<file path="config.mk">
export PLATFORM = sky130hd
export DESIGN_NAME = hazard_ctrl
export DESIGN_NICKNAME = d
export VERILOG_FILES = /design/src/rtl/hazard_ctrl.sv
export SDC_FILE = /design/constraint.sdc
export NUM_CORES = 1
export LEC_CHECK = 0
export BUFFER_PORTS_ARGS = -buffer_cell sky130_fd_sc_hd__buf_2
export CORE_ASPECT_RATIO = 0.7
export CORE_MARGIN = 4
export CORE_UTILIZATION = 48
export DETAILED_ROUTE_END_ITERATION = 10
export GPL_ROUTABILITY_DRIVEN = 0
export MAX_ROUTING_LAYER = met4
export PLACE_DENSITY = 0.81
export SLEW_MARGIN = 20
export SYNTH_ARGS = -nofsm -noshare
export SYNTH_HDL_FRONTEND = slang
export SYNTH_SLANG_ARGS = --single-unit
</file>
<file path="constraint.sdc">
create_clock -name clk -period 2.15 [get_ports clk]
set_input_delay 0.1075 -clock clk [delete_from_list [all_inputs] [get_ports clk]]
set_output_delay 0.1075 -clock clk [all_outputs]
set_load 0.02 [all_outputs]
</file>
<file path="src/rtl/hazard_ctrl.sv">
// Hazard scheduler for the 5-stage RV32I pipeline: tracks in-flight destination registers
// in shadow EX/MEM/WB slots and derives operand forwarding, load-use stall and redirect flush.
module hazard_ctrl #(
    parameter int unsigned FWD_EN = 1,
    parameter int unsigned CNT_W  = 16
) (
    input  logic             clk,
    input  logic             rst_n,
    input  logic             id_valid,
    input  logic [4:0]       id_rs1,
    input  logic [4:0]       id_rs2,
    input  logic             id_rs1_used,
    input  logic             id_rs2_used,
    input  logic [4:0]       id_rd,
    input  logic             id_rf_we,
    input  logic             id_is_load,
    input  logic             ex_redirect,
    output logic             stall_pc,
    output logic             stall_if_id,
    output logic             flush_if_id,
    output logic             flush_id_ex,
    output logic [1:0]       fwd_a_sel,
    output logic [1:0]       fwd_b_sel,
    output logic [CNT_W-1:0] stall_cnt,
    output logic [CNT_W-1:0] flush_cnt
);

    // Only the EX slot's load flag ever matters (load data is forwardable from MEM onward),
    // so MEM/WB keep just valid/rd/we.
    logic             ex_valid_q, ex_valid_d;
    logic [4:0]       ex_rd_q, ex_rd_d;
    logic             ex_we_q, ex_we_d;
    logic             ex_load_q, ex_load_d;
    logic             mem_valid_q, mem_valid_d;
    logic [4:0]       mem_rd_q, mem_rd_d;
    logic             mem_we_q, mem_we_d;
    logic             wb_valid_q, wb_valid_d;
    logic [4:0]       wb_rd_q, wb_rd_d;
    logic             wb_we_q, wb_we_d;
    logic [CNT_W-1:0] stall_cnt_q, stall_cnt_d;
    logic [CNT_W-1:0] flush_cnt_q, flush_cnt_d;

    logic a_ex, a_mem, a_wb, b_ex, b_mem, b_wb;
    logic hazard, stall;

    function automatic logic slot_match(input logic v, input logic we, input logic [4:0] rd,
                                        input logic [4:0] rs, input logic used, input logic idv);
        return v & we & (rd != 5'd0) & (rd == rs) & used & idv;
    endfunction

    always_comb begin
        a_ex  = slot_match(ex_valid_q,  ex_we_q,  ex_rd_q,  id_rs1, id_rs1_used, id_valid);
        a_mem = slot_match(mem_valid_q, mem_we_q, mem_rd_q, id_rs1, id_rs1_used, id_valid);
        a_wb  = slot_match(wb_valid_q,  wb_we_q,  wb_rd_q,  id_rs1, id_rs1_used, id_valid);
        b_ex  = slot_match(ex_valid_q,  ex_we_q,  ex_rd_q,  id_rs2, id_rs2_used, id_valid);
        b_mem = slot_match(mem_valid_q, mem_we_q, mem_rd_q, id_rs2, id_rs2_used, id_valid);
        b_wb  = slot_match(wb_valid_q,  wb_we_q,  wb_rd_q,  id_rs2, id_rs2_used, id_valid);

        fwd_a_sel = 2'd0;
        fwd_b_sel = 2'd0;
        if (FWD_EN != 0) begin
            hazard = ex_load_q & (a_ex | b_ex);
            if (!hazard) begin
                fwd_a_sel = a_ex ? 2'd1 : a_mem ? 2'd2 : a_wb ? 2'd3 : 2'd0;
                fwd_b_sel = b_ex ? 2'd1 : b_mem ? 2'd2 : b_wb ? 2'd3 : 2'd0;
            end
        end else begin
            hazard = a_ex | a_mem | a_wb | b_ex | b_mem | b_wb;
        end

        // A redirect makes ID wrong-path, so it cancels any stall it would have caused.
        stall       = hazard & ~ex_redirect;
        stall_pc    = stall;
        stall_if_id = stall;
        flush_if_id = ex_redirect;
        flush_id_ex = stall | ex_redirect;
    end

    always_comb begin
        ex_valid_d  = 1'b0;
        ex_rd_d     = 5'd0;
        ex_we_d     = 1'b0;
        ex_load_d   = 1'b0;
        if (id_valid && !stall && !ex_redirect) begin
            ex_valid_d = 1'b1;
            ex_rd_d    = id_rd;
            ex_we_d    = id_rf_we;
            ex_load_d  = id_is_load;
        end
        mem_valid_d = ex_valid_q;
        mem_rd_d    = ex_rd_q;
        mem_we_d    = ex_we_q;
        wb_valid_d  = mem_valid_q;
        wb_rd_d     = mem_rd_q;
        wb_we_d     = mem_we_q;

        stall_cnt_d = stall_cnt_q;
        if (stall_pc && (stall_cnt_q != {CNT_W{1'b1}}))
            stall_cnt_d = stall_cnt_q + CNT_W'(1);
        flush_cnt_d = flush_cnt_q;
        if (flush_if_id && (flush_cnt_q != {CNT_W{1'b1}}))
            flush_cnt_d = flush_cnt_q + CNT_W'(1);
    end

    always_ff @(posedge clk or negedge rst_n) begin
        if (!rst_n) begin
            ex_valid_q  <= 1'b0;
            ex_rd_q     <= 5'd0;
            ex_we_q     <= 1'b0;
            ex_load_q   <= 1'b0;
            mem_valid_q <= 1'b0;
            mem_rd_q    <= 5'd0;
            mem_we_q    <= 1'b0;
            wb_valid_q  <= 1'b0;
            wb_rd_q     <= 5'd0;
            wb_we_q     <= 1'b0;
            stall_cnt_q <= '0;
            flush_cnt_q <= '0;
        end else begin
            ex_valid_q  <= ex_valid_d;
            ex_rd_q     <= ex_rd_d;
            ex_we_q     <= ex_we_d;
            ex_load_q   <= ex_load_d;
            mem_valid_q <= mem_valid_d;
            mem_rd_q    <= mem_rd_d;
            mem_we_q    <= mem_we_d;
            wb_valid_q  <= wb_valid_d;
            wb_rd_q     <= wb_rd_d;
            wb_we_q     <= wb_we_d;
            stall_cnt_q <= stall_cnt_d;
            flush_cnt_q <= flush_cnt_d;
        end
    end

    assign stall_cnt = stall_cnt_q;
    assign flush_cnt = flush_cnt_q;

endmodule
</file>
==> metrics.cfg <==
[status]
status = finished with violations
violations = negative setup slack

[clocking]
numCtsBuffers = 5
cts-root-buf = clkbuf_8
clk_path_buf_depth = 2
tritoncts = built
cts.clk_slew.worst_paths_ns = 0.10
h-tree-depth = 2
clk_latency_ns = 0.32
clock_sinks = 54

[drt]
vias = 2197
post_drt_wl_per_cell_um = 15.8
dr.pass1.iters = 4
routed_wirelength_um = 6510
drc_errors = 0
drt.antenna.violating_nets = 0
vias_per_cell = 5.35
drt_iter0_drc = 124

[timing]
period_share = 1.01
timing.final.ws_setup_ns = -0.0281
setup_viol = 6
rsz0062_at_grt = true
layout_min_cycle_time_ns = 2.18
fin_skew_ns = 0.00930
hold_ws_ns = 0.00736
worst_slew_pin_slew_ns = 0.694
maxSlewViolCount = 0
max_freq_mhz = 459
max-slew-margin-rel = 0.537
final_hold_viol_count = 0

[grt]
grt_util_met3 = 0.0493
grt_start_max_net_pins = 33
globalRouteOverflowTotal = 0
antenna_found_initial = 0
grt.total_usage = 0.202
grt_pass1_vias = 2214
met1_usage = 0.285
grtUsageMet2 = 0.298
busiest_layer = met2
grt_pass1_wl_um = 11000

[critical_path]
crit_arrival_ns = 2.07
crit_chain = buf_4, xor2_1, or3_4, and2_4, buf_6, nor3_4, buf_6
slowest_stage = dfrtp_1
crit_top_cell = buf_6
path_max_fanout = 5
crit_type = flop to output pin
critical_path.startpoint_type = flop
end_kind = output pin
cp_slowest_stage_delay_ns = 0.42
cp.required_ns = 2.04

[layout]
fill_cells = 413
layout.area.seq_um2 = 1350
syn_to_final_growth_pct = 30.0
drive_above_1_share = 0.357
fin_nets = 363
final-instance-count-excl-fill = 411
num_antenna_cells = 0
multiInputGateArea_um2 = 1390
layout_commonest_cell = buf_2
final_cell_mix = buf_2 (56), dfrtp_1 (53), xnor2_1 (29)

[floorplan]
io-pin-count = 63
dieHeight_um = 71.1
rows = 22
die_w_um = 98.2
design.core.area_um2 = 5370
die_area_um2 = 6980
initial_core_util = 0.509

[pwr]
vdd_drop_max_mv = 0.536
p_int_mw = 1.76
p_sw_frac = 0.275
p_clk_frac = 0.345
seq_power_share = 0.492
power_density_nw_per_um2 = 683
p_leak_nw = 1.70
p_comb_frac = 0.163
p_switching_mw = 0.667

[worst_hold_path]
hp-class = input pin to flop

[synth]
synth_fp_nets = 274
synth_flop_cell = dfrtp_1
synth_edf_count = 0
netlist_area_um2 = 2730
avgSynthCellArea_um2 = 11.0
synthCells = 249
yosysSeqAreaShare = 0.495
ys_types = 45
synthArstFlopShare = 1.00
ys_seq_elements = 54
yosys_warnings = 0

[place]
io_buffer_count = 62
pre_cts_ws_ns = 0.0154
dpl.hpwl_um = 4820
placed_cells = 388

[run]
maxCapViolCount = 0

==> flip-flops by register name, summed over array words and instances, names as in the netlist <==
| name | count |
|---|---|
| flush_cnt | 16 |
| stall_cnt | 16 |
| mem_rd_q | 5 |
| ex_we_q | 1 |
| mem_we_q | 1 |
| wb_rd_q | 5 |
| ex_load_q | 1 |
| ex_rd_q | 5 |
| mem_valid_q | 1 |
| wb_valid_q | 1 |
| ex_valid_q | 1 |
| wb_we_q | 1 |
==> power groups by stage <==
| stage | sequential (mW) | combinational [mW] | clock [mW] |
|---|---|---|---|
| after detailed placement | 1.21 | 0.381 | 0 |
| after global placement | 1.20 | 0.365 | 0 |
| after CTS | 1.19 | 0.391 | 0.848 |
| after global routing | 1.21 | 0.435 | 0.893 |
| final | 1.19 | 0.395 | 0.838 |
| after floorplan | 1.26 | 0.155 | 0 |
==> synthesized netlist by cell type (3+ instances only) <==
library cell	number	area, µm²
nor3_2	4	40.0
nor4_1	5	31.3
nand2_1	17	63.8
xor2_1	26	228
or4_1	5	37.5
nor3_1	11	55.1
inv_1	4	15.0
and2_1	8	50.1
dfrtp_1	54	1350
buf_6	3	33.8
nand3_1	10	50.1
a21oi_1	5	25.0
xnor2_1	30	263
nand4_1	15	93.8
nor2_1	15	56.3
==> repair_timing <==
action                                 4_1_cts  5_1_grt
endpoints found under the hold margin       32        1
hold buffers                                 3        1
resized for setup                           14       13
setup endpoints to repair                    7       23
gates cloned                                 0        0
pin swaps                                   14        7
setup buffers                                6        5
==> area by class of cell <==
cell class,instances,area share
clock buffers,6,0.0232
clock inverters,2,0.0169
inverters,4,0.00423
multi-input cells,185,0.391
flip-flops and latches,54,0.381
well taps,72,0.0254
repair buffers,88,0.158
==> stage by stage <==
| step | power, mW | setup TNS (ns) | area, µm² | util |
|---|---|---|---|---|
| finish | 2.43 | -0.108 | 3550 | 0.662 |
| global placement | 1.57 | 0 | 3170 | 0.591 |
| floorplan | 1.41 | 0 | 2740 | - |
| global route | 2.54 | -1.24 | 3550 | 0.662 |
| detailed placement | 1.59 | 0 | 3170 | 0.591 |
| CTS | 2.43 | -0.0417 | 3450 | 0.642 |
==> metal layers <==
| layer | part of all wire | vias up |
|---|---|---|
| met5 | 0 | - |
| met4 | 0.0098 | 0 |
| met3 | 0.070 | 8 |
| met2 | 0.46 | 77 |
| met1 | 0.46 | 1063 |
| li1 | - | 1049 |
==> logic make-up (layout without fill, tap and decap cells) <==
group | count (synthesis) | after routing | share of synthesized area
simple gates | 108 | 108 | 0.236
mux | 3 | 3 | 0.0124
xor+xnor | 56 | 56 | 0.179
compound gates | 16 | 16 | 0.0440
buf+inv | 10 | 100 | 0.0247
fa+ha+maj | 2 | 2 | 0.00916
flops | 54 | 54 | 0.495
==> worst max-delay path, delay by kind of cell, from the launching register on <==
family	cells	cell delay (ns)
flops	1	0.42
simple gates	3	0.74
buf+inv	3	0.43
xor+xnor	1	0.16
==> worst paths after layout <==
kind	start	endpoint	slack [ns]	depth (start not counted)
min in group asynchronous	rst_n	flush_cnt[14]$_DFFE_PN0P_	0.37	2
worst min register to register	mem_valid_q$_DFF_PN0_	wb_valid_q$_DFF_PN0_	0.40	0
worst min-delay path	id_rf_we	ex_we_q$_DFF_PN0_	0.007	2
worst max-delay path	ex_rd_q[2]$_DFF_PN0_	stall_if_id	-0.03	7
max in group asynchronous	rst_n	flush_cnt[13]$_DFFE_PN0P_	1.15	3
worst max register to register	ex_rd_q[2]$_DFF_PN0_	stall_cnt[1]$_DFFE_PN0P_	0.06	7
Note: power is estimated with default switching activity, not from simulation.
